File: src/rtl/oddr_clk_pattern_gen.sv
// ============================================================================
// oddr_clk_pattern_gen : D0/D1 pattern source for an ODDR2 forwarded clock,
// half-cycle resolution period/high time. Option: CLKGEN_PERIOD_CNT_EN.
// Revision: 1.0
// ============================================================================
`default_nettype none

module oddr_clk_pattern_gen #(
   parameter int DIV_WIDTH = 8,
   parameter int DEF_DIV   = 2,
   parameter int DEF_HI    = 1
) (
   input  logic                 clk,
   input  logic                 rst_n,
   input  logic                 enable,
   input  logic                 cfg_valid,
   output logic                 cfg_ready,
   input  logic [DIV_WIDTH-1:0] cfg_div,
   input  logic [DIV_WIDTH-1:0] cfg_hi,
   output logic                 cfg_err,
   output logic                 d0,
   output logic                 d1,
   output logic                 period_start,
`ifdef CLKGEN_PERIOD_CNT_EN
   output logic [15:0]          period_cnt,
`endif
   output logic                 running
);

   localparam int XW = DIV_WIDTH + 1;
   localparam logic [XW-1:0]        ONE_X   = XW'(1);
   localparam logic [XW-1:0]        TWO_X   = XW'(2);
   localparam logic [XW-1:0]        ZERO_X  = '0;
   localparam logic [DIV_WIDTH-1:0] RST_DIV = DIV_WIDTH'(DEF_DIV);
   localparam logic [DIV_WIDTH-1:0] RST_HI  = DIV_WIDTH'(DEF_HI);

   typedef enum logic [1:0] {
      ST_IDLE     = 2'd0,
      ST_RUN      = 2'd1,
      ST_STOPPING = 2'd2
   } state_t;

   state_t               state_q, state_d;
   logic [DIV_WIDTH-1:0] slot_q, slot_d;
   logic [DIV_WIDTH-1:0] act_div_q, act_div_d;
   logic [DIV_WIDTH-1:0] act_hi_q, act_hi_d;
   logic                 pend_q, pend_d;
   logic [DIV_WIDTH-1:0] pend_div_q, pend_div_d;
   logic [DIV_WIDTH-1:0] pend_hi_q, pend_hi_d;
   logic                 d0_q, d0_d;
   logic                 d1_q, d1_d;
   logic                 ps_q, ps_d;
   logic                 running_q, running_d;
   logic                 cfg_err_q, cfg_err_d;
   logic                 cfg_ready_q, cfg_ready_d;
`ifdef CLKGEN_PERIOD_CNT_EN
   logic [15:0]          cnt_q, cnt_d;
`endif

   logic [XW-1:0] s_x, s1_x, nxt_x;
   logic [XW-1:0] p0_x, h0_x, p1_x, h1_x;
   logic [XW-1:0] cdiv_x, chi_x;
   logic          emit, stop, wrap1, use_pend0, use_pend1, xfer, legal;

   always_comb begin
      state_d     = state_q;
      slot_d      = slot_q;
      act_div_d   = act_div_q;
      act_hi_d    = act_hi_q;
      pend_d      = pend_q;
      pend_div_d  = pend_div_q;
      pend_hi_d   = pend_hi_q;
      d0_d        = 1'b0;
      d1_d        = 1'b0;
      ps_d        = 1'b0;

      stop = ~enable;
      // A stopping line never sits on slot 0, so slot 0 without enable means idle.
      emit = enable | ((state_q != ST_IDLE) & (slot_q != '0));

      s_x       = {1'b0, slot_q};
      use_pend0 = pend_q & (slot_q == '0);
      p0_x      = use_pend0 ? {1'b0, pend_div_q} : {1'b0, act_div_q};
      h0_x      = use_pend0 ? {1'b0, pend_hi_q}  : {1'b0, act_hi_q};
      wrap1     = ((s_x + ONE_X) == p0_x);
      use_pend1 = pend_q & wrap1 & ~use_pend0;
      p1_x      = use_pend1 ? {1'b0, pend_div_q} : p0_x;
      h1_x      = use_pend1 ? {1'b0, pend_hi_q}  : h0_x;
      s1_x      = wrap1 ? ZERO_X : (s_x + ONE_X);
      nxt_x     = ((s1_x + ONE_X) == p1_x) ? ZERO_X : (s1_x + ONE_X);

      if (!emit) begin
         state_d = ST_IDLE;
         slot_d  = '0;
         if (pend_q) begin
            act_div_d = pend_div_q;
            act_hi_d  = pend_hi_q;
            pend_d    = 1'b0;
         end
      end else begin
         d0_d      = (s_x < h0_x);
         d1_d      = (s1_x < h1_x);
         ps_d      = (slot_q == '0) | wrap1;
         act_div_d = p1_x[DIV_WIDTH-1:0];
         act_hi_d  = h1_x[DIV_WIDTH-1:0];
         if (use_pend0 | use_pend1) begin
            pend_d = 1'b0;
         end
         if (wrap1 & stop) begin
            // Second half would open a new period: suppress it and stop here.
            d1_d    = 1'b0;
            ps_d    = (slot_q == '0);
            state_d = ST_IDLE;
            slot_d  = '0;
         end else if (stop & (nxt_x == ZERO_X)) begin
            state_d = ST_IDLE;
            slot_d  = '0;
         end else begin
            state_d = stop ? ST_STOPPING : ST_RUN;
            slot_d  = nxt_x[DIV_WIDTH-1:0];
         end
      end
      running_d = emit;

      cdiv_x    = {1'b0, cfg_div};
      chi_x     = {1'b0, cfg_hi};
      legal     = (cdiv_x >= TWO_X) & (chi_x != ZERO_X) & (chi_x < cdiv_x);
      xfer      = cfg_valid & cfg_ready_q;
      cfg_err_d = xfer & ~legal;
      if (xfer & legal) begin
         pend_d     = 1'b1;
         pend_div_d = cfg_div;
         pend_hi_d  = cfg_hi;
      end
      cfg_ready_d = ~pend_d;

`ifdef CLKGEN_PERIOD_CNT_EN
      cnt_d = cnt_q + {15'd0, ps_d};
`endif
   end

   always_ff @(posedge clk or negedge rst_n) begin
      if (!rst_n) begin
         state_q     <= ST_IDLE;
         slot_q      <= '0;
         act_div_q   <= RST_DIV;
         act_hi_q    <= RST_HI;
         pend_q      <= 1'b0;
         pend_div_q  <= '0;
         pend_hi_q   <= '0;
         d0_q        <= 1'b0;
         d1_q        <= 1'b0;
         ps_q        <= 1'b0;
         running_q   <= 1'b0;
         cfg_err_q   <= 1'b0;
         cfg_ready_q <= 1'b1;
`ifdef CLKGEN_PERIOD_CNT_EN
         cnt_q       <= '0;
`endif
      end else begin
         state_q     <= state_d;
         slot_q      <= slot_d;
         act_div_q   <= act_div_d;
         act_hi_q    <= act_hi_d;
         pend_q      <= pend_d;
         pend_div_q  <= pend_div_d;
         pend_hi_q   <= pend_hi_d;
         d0_q        <= d0_d;
         d1_q        <= d1_d;
         ps_q        <= ps_d;
         running_q   <= running_d;
         cfg_err_q   <= cfg_err_d;
         cfg_ready_q <= cfg_ready_d;
`ifdef CLKGEN_PERIOD_CNT_EN
         cnt_q       <= cnt_d;
`endif
      end
   end

   assign d0           = d0_q;
   assign d1           = d1_q;
   assign period_start = ps_q;
   assign running      = running_q;
   assign cfg_err      = cfg_err_q;
   assign cfg_ready    = cfg_ready_q;
`ifdef CLKGEN_PERIOD_CNT_EN
   assign period_cnt   = cnt_q;
`endif

endmodule

`default_nettype wire

File: config.mk
export PLATFORM = sky130hd
export DESIGN_NAME = oddr_clk_pattern_gen
export DESIGN_NICKNAME = d
export VERILOG_FILES = /design/src/rtl/oddr_clk_pattern_gen.sv
export SDC_FILE = /design/constraint.sdc
export NUM_CORES = 1
export LEC_CHECK = 0
export BUFFER_PORTS_ARGS = -buffer_cell sky130_fd_sc_hd__buf_4
export CAP_MARGIN = 20
export CORE_ASPECT_RATIO = 1.25
export CORE_MARGIN = 4
export CORE_UTILIZATION = 55
export DETAILED_ROUTE_END_ITERATION = 10
export GPL_TIMING_DRIVEN = 0
export PLACE_DENSITY = 0.77
export SLEW_MARGIN = 40
export SYNTH_ARGS = -nofsm -noshare
export SYNTH_HDL_FRONTEND = slang
export SYNTH_SLANG_ARGS = --single-unit
File: constraint.sdc
create_clock -name clk -period 4.47 [get_ports clk]
set_input_delay 0.2235 -clock clk [delete_from_list [all_inputs] [get_ports clk]]
set_output_delay 0.2235 -clock clk [all_outputs]
set_load 0.02 [all_outputs]
==> report_table.html <==
<table>
<tr><th>Metric</th><th>Value</th></tr>
<tr><th colspan="2">Floorplanning</th></tr>
<tr><td>Vertical extent of the die</td><td>roughly 100 um</td></tr>
<tr><td>Core box area</td><td>6330 sq um</td></tr>
<tr><td>Number of standard-cell rows in the floorplan</td><td>32</td></tr>
<tr><td>Die Width</td><td>80.8 um</td></tr>
<tr><td>Effective utilization at floorplan</td><td>between 50% and 60%</td></tr>
<tr><td>Die footprint</td><td>8010 sq um</td></tr>
<tr><td>Ports</td><td>26</td></tr>
<tr><th colspan="2">Layout</th></tr>
<tr><td>Post-route standard cell area excluding fillers</td><td>roughly 4400 sq um</td></tr>
<tr><td>Filler cells</td><td>539</td></tr>
<tr><td>Growth of design area from synthesis to finish</td><td>21.3%</td></tr>
<tr><td>Fraction of layout instances using a drive strength above 1</td><td>about a third</td></tr>
<tr><td>Sequential cell area</td><td>1230 sq um</td></tr>
<tr><td>Multi-input gate area</td><td>about 2400 sq um</td></tr>
<tr><td>Filler-free cell count of the finished design</td><td>about 520</td></tr>
<tr><td>Final nets</td><td>480</td></tr>
<tr><td>Diode insertion count for antenna repair</td><td>0</td></tr>
<tr><th colspan="2">Pwr</th></tr>
<tr><td>Leakage power summed over all cells</td><td>roughly 2 nW</td></tr>
<tr><td>Pwr per Cell Area</td><td>between 700 and 800 nW/um^2</td></tr>
<tr><td>Worst IR drop on VDD</td><td>0.000379 V</td></tr>
<tr><td>Power after layout</td><td>between 3 and 4 mW</td></tr>
<tr><th colspan="2">Timing</th></tr>
<tr><td>Slew headroom</td><td>49.2%</td></tr>
<tr><td>Period Utilization, post-route</td><td>102%</td></tr>
<tr><td>Final hold slack</td><td>between 0.1 and 0.15 ns</td></tr>
<tr><td>Fin Clk Skew</td><td>~0.0064 ns</td></tr>
<tr><td>Final number of hold-violating endpoints</td><td>0</td></tr>
<tr><td>Transition time at the pin with the least slew margin</td><td>approximately 0.76 ns</td></tr>
<tr><td>Final critical-path setup slack</td><td>-0.0935 ns</td></tr>
<tr><td>Unrepaired setup endpoints after global routing</td><td>yes</td></tr>
<tr><td>Finish-stage setup viols</td><td>9</td></tr>
<tr><td>Final slew viol count</td><td>0</td></tr>
<tr><td>Maximum frequency from static timing analysis</td><td>219 MHz</td></tr>
<tr><td>Minimum clock period</td><td>4.56 ns</td></tr>
<tr><th colspan="2">Critical path</th></tr>
<tr><td>Critical path data required time</td><td>approximately 4.7 ns</td></tr>
<tr><td>Arrival @ worst endpoint</td><td>~4.8 ns</td></tr>
<tr><td>CP endpoint kind</td><td>register</td></tr>
<tr><td>Critical setup path kind</td><td>register to register</td></tr>
<tr><td>Critical Path Fanout Max</td><td>10</td></tr>
<tr><td>Element type at the critical path start</td><td>register</td></tr>
<tr><th colspan="2">Detailed routing</th></tr>
<tr><td>Final ANT Viol Nets</td><td>0</td></tr>
<tr><td>Detailed-route via count</td><td>around 3300</td></tr>
<tr><td>DR vias/cell</td><td>6.26</td></tr>
<tr><td>Routed wl met3</td><td>roughly 410 um</td></tr>
<tr><td>Drt total wl</td><td>approximately 10 mm</td></tr>
<tr><td>First-pass DRT Iterations</td><td>5</td></tr>
<tr><td>Amount of wire on met2 after detailed routing</td><td>roughly 5 mm</td></tr>
<tr><td>DRC</td><td>0</td></tr>
<tr><td>Initial DRC count</td><td>between 200 and 300</td></tr>
<tr><td>Routed metal-1 wirelength</td><td>4.23 mm</td></tr>
<tr><td>Top layer used by detailed routing</td><td>met4</td></tr>
<tr><td>Wirelength per Cell</td><td>just under 20 um</td></tr>
<tr><th colspan="2">Logic synthesis</th></tr>
<tr><td>Area of the mapped netlist</td><td>around 3600 sq um</td></tr>
<tr><td>Most used DFF post-synth</td><td>sky130_fd_sc_hd__dfrtp_1</td></tr>
<tr><td>Proportion of register bits with asynchronous set or reset after synthesis</td><td>100%</td></tr>
<tr><td>Post-Syn Nets</td><td>about 430</td></tr>
<tr><td>Number of standard cells after synthesis</td><td>slightly below 400</td></tr>
<tr><td>Synthesized area per cell</td><td>between 9 and 10 sq um</td></tr>
<tr><td>Yosys reg bits</td><td>a little under 50</td></tr>
<tr><td>Sequential element share of the synthesized area</td><td>33.7%</td></tr>
<tr><td>Yosys Warn Count</td><td>0</td></tr>
<tr><td>Post-synth EDFFs</td><td>0</td></tr>
<tr><td>Cell variety after synth</td><td>70</td></tr>
<tr><th colspan="2">GRT</th></tr>
<tr><td>Final global-route overflow total</td><td>0</td></tr>
<tr><td>Number of antenna violations at the first check in global routing</td><td>0</td></tr>
<tr><td>Gr usage total</td><td>around 27%</td></tr>
<tr><td>Largest net degree at the start of global routing</td><td>50</td></tr>
<tr><td>Via count of the first global-routing pass</td><td>around 3300</td></tr>
<tr><td>First-pass GRT wire length</td><td>about 17 mm</td></tr>
<tr><th colspan="2">Clocking</th></tr>
<tr><td>Clock slew at reported path FFs</td><td>roughly 0.08 ns</td></tr>
<tr><td>Clock tree from TritonCTS</td><td>built</td></tr>
<tr><td>Cell at the root of the clock tree</td><td>sky130_fd_sc_hd__clkbuf_8</td></tr>
<tr><td>Sink Count</td><td>approximately 50</td></tr>
<tr><td>H-tree levels</td><td>2</td></tr>
<tr><td>Clk_lat worst skew</td><td>just over 0.3 ns</td></tr>
<tr><td>CTS Buf Count</td><td>5</td></tr>
<tr><td>Clock Path Buffers</td><td>2</td></tr>
<tr><th colspan="2">Status</th></tr>
<tr><td>Run status</td><td>complete, but fails checks</td></tr>
<tr><td>Violations in the final reports</td><td>negative setup slack</td></tr>
<tr><th colspan="2">Placed design</th></tr>
<tr><td>Routability Congestion</td><td>around 0.95</td></tr>
<tr><td>Half-perimeter wire length after detailed placement</td><td>around 7.7 mm</td></tr>
<tr><td>Pre-CTS setup slack</td><td>-0.638 ns</td></tr>
<tr><td>Buffers on Ports</td><td>25</td></tr>
<tr><td>Post-Place Cell Area</td><td>around 4000 sq um</td></tr>
<tr><td>Number of placed instances with taps included</td><td>about 500</td></tr>
<tr><th colspan="2">Worst hold path</th></tr>
<tr><td>Hold WC Path Type</td><td>input port to register</td></tr>
<tr><th colspan="2">Flow run</th></tr>
<tr><td>Maximum capacitance violations</td><td>0</td></tr>
</table>
## timing repair
| action | in CTS | in global routing |
|---|---|---|
| hold endpoints to repair | 46 | 0 |
| setup buffers | 13 | 5 |
| resized for setup | 27 | 18 |
| hold buffers | 1 | 0 |
| setup endpoints to repair | 9 | 10 |
| pin swaps | 14 | 16 |
## through the flow
stage,utilization [%],TNS (ns)
final,69.9,-0.757
after floorplan,-,0
after global placement,63.3,-4.96
after global routing,69.9,-2.24
after CTS,68.6,-1.41
after detailed placement,63.4,-5.32
## Yosys cell counts (all sizes together) (3+ instances only)
cell type | instances | area share (%)
mux2 | 29 | 9.0
or3 | 4 | 0.69
o21ai | 33 | 4.6
o2111ai | 3 | 0.72
nand2 | 29 | 3.0
and3 | 5 | 0.86
nand3 | 10 | 1.4
a21oi | 17 | 2.3
buf | 8 | 1.2
o31ai | 6 | 2.0
nor4 | 5 | 1.0
xor2 | 5 | 1.4
nor3 | 11 | 1.6
o21a | 6 | 1.2
clkbuf | 10 | 1.0
nand2b | 5 | 0.86
nor2 | 24 | 2.5
dfstp | 3 | 2.2
nor3b | 3 | 0.62
ha | 24 | 8.2
inv | 22 | 2.3
nand4b | 3 | 0.89
o211ai | 5 | 1.0
dfrtp | 46 | 32
a21o | 5 | 1.0
or2 | 4 | 0.69
mux2i | 13 | 3.9
nand4 | 8 | 1.4
xnor2 | 9 | 2.7
## critical path, stage by stage, from the launching register on
cell and delay (ns):
sky130_fd_sc_hd__dfrtp_1 0.46, sky130_fd_sc_hd__buf_2 0.30, sky130_fd_sc_hd__nand4_1 0.23, sky130_fd_sc_hd__o21a_1 0.27
sky130_fd_sc_hd__nor2_2 0.27, sky130_fd_sc_hd__o221ai_2 0.18, sky130_fd_sc_hd__nor4_4 0.41, sky130_fd_sc_hd__buf_6 0.18
sky130_fd_sc_hd__clkbuf_16 0.13, sky130_fd_sc_hd__nor2_4 0.04, sky130_fd_sc_hd__ha_4 0.17, sky130_fd_sc_hd__o21ai_2 0.10
sky130_fd_sc_hd__o21ai_1 0.08, sky130_fd_sc_hd__a21oi_2 0.17, sky130_fd_sc_hd__xnor2_2 0.14, sky130_fd_sc_hd__o2bb2ai_1 0.15
sky130_fd_sc_hd__a221o_1 0.32, sky130_fd_sc_hd__mux2i_2 0.20, sky130_fd_sc_hd__nand4b_4 0.14, sky130_fd_sc_hd__o31ai_4 0.27
sky130_fd_sc_hd__buf_12 0.17, sky130_fd_sc_hd__nor3b_2 0.05
## metal layers
metal | global-route usage [%] | vias to the layer above
li1 | - | 1528
met1 | 35.0 | 1577
met2 | 45.1 | 132
met3 | 2.65 | 33
met4 | 13.4 | 0
met5 | 0 | -
## layout by cell type, fill, tap and decap left out, types with 11 or more instances in the layout
cell / instances
sky130_fd_sc_hd__mux2_2: 29
sky130_fd_sc_hd__mux2i_1: 11
sky130_fd_sc_hd__inv_1: 21
sky130_fd_sc_hd__buf_4: 42
sky130_fd_sc_hd__nand2_1: 29
sky130_fd_sc_hd__ha_1: 21
sky130_fd_sc_hd__a21oi_1: 16
sky130_fd_sc_hd__o21ai_0: 23
sky130_fd_sc_hd__dfrtp_1: 42
sky130_fd_sc_hd__nor2_1: 18
## layout make-up
class	count	share of cell area, %
buffer	14	2.18
inverter	23	2.04
sequential	49	27.9
clock buffer	6	1.64
tap	85	2.40
timing repair buffer	44	7.81
multi-input combinational	299	55.2
clock inverter	2	0.792
## worst paths after layout
| kind | from | endpoint | slack (ns) | cells after the start |
|---|---|---|---|---|
| worst max-delay path | slot_q[2] | slot_q[3] | -0.09 | 21 |
| worst min-delay path | enable | state_q[0] | 0.13 | 2 |
| worst max register to register | slot_q[2] | slot_q[3] | -0.09 | 21 |
| worst min register to register | cfg_ready | cfg_err | 0.52 | 2 |
| max in group asynchronous | rst_n | slot_q[7] | 3.54 | 2 |
| min in group asynchronous | rst_n | pend_div_q[6] | 0.47 | 2 |
## logic make-up after synthesis
family	Yosys count	synth area share, %
and+or+nand+nor	124	18.4
DFF	49	33.7
xor gates and xnor gates	14	4.08
buffers and inverters	41	4.60
adders and majority gates	24	8.23
muxes	42	12.9
AOI/OAI and AO/OA	95	18.1
## flip-flops by register name, indices dropped and copies added, names as in the netlist, 2 cells and up
name        cells
act_div_q       8
act_hi_q        8
pend_div_q      8
pend_hi_q       8
slot_q          8
state_q         2
## where the power goes
| part | internal (mW) | switching [mW] |
|---|---|---|
| Combinational | 0.946 | 1.07 |
| Sequential | 0.647 | 0.217 |
| Clock | 0.166 | 0.148 |
| Total | 1.76 | 1.44 |
Power figures use the tool's default switching activity.
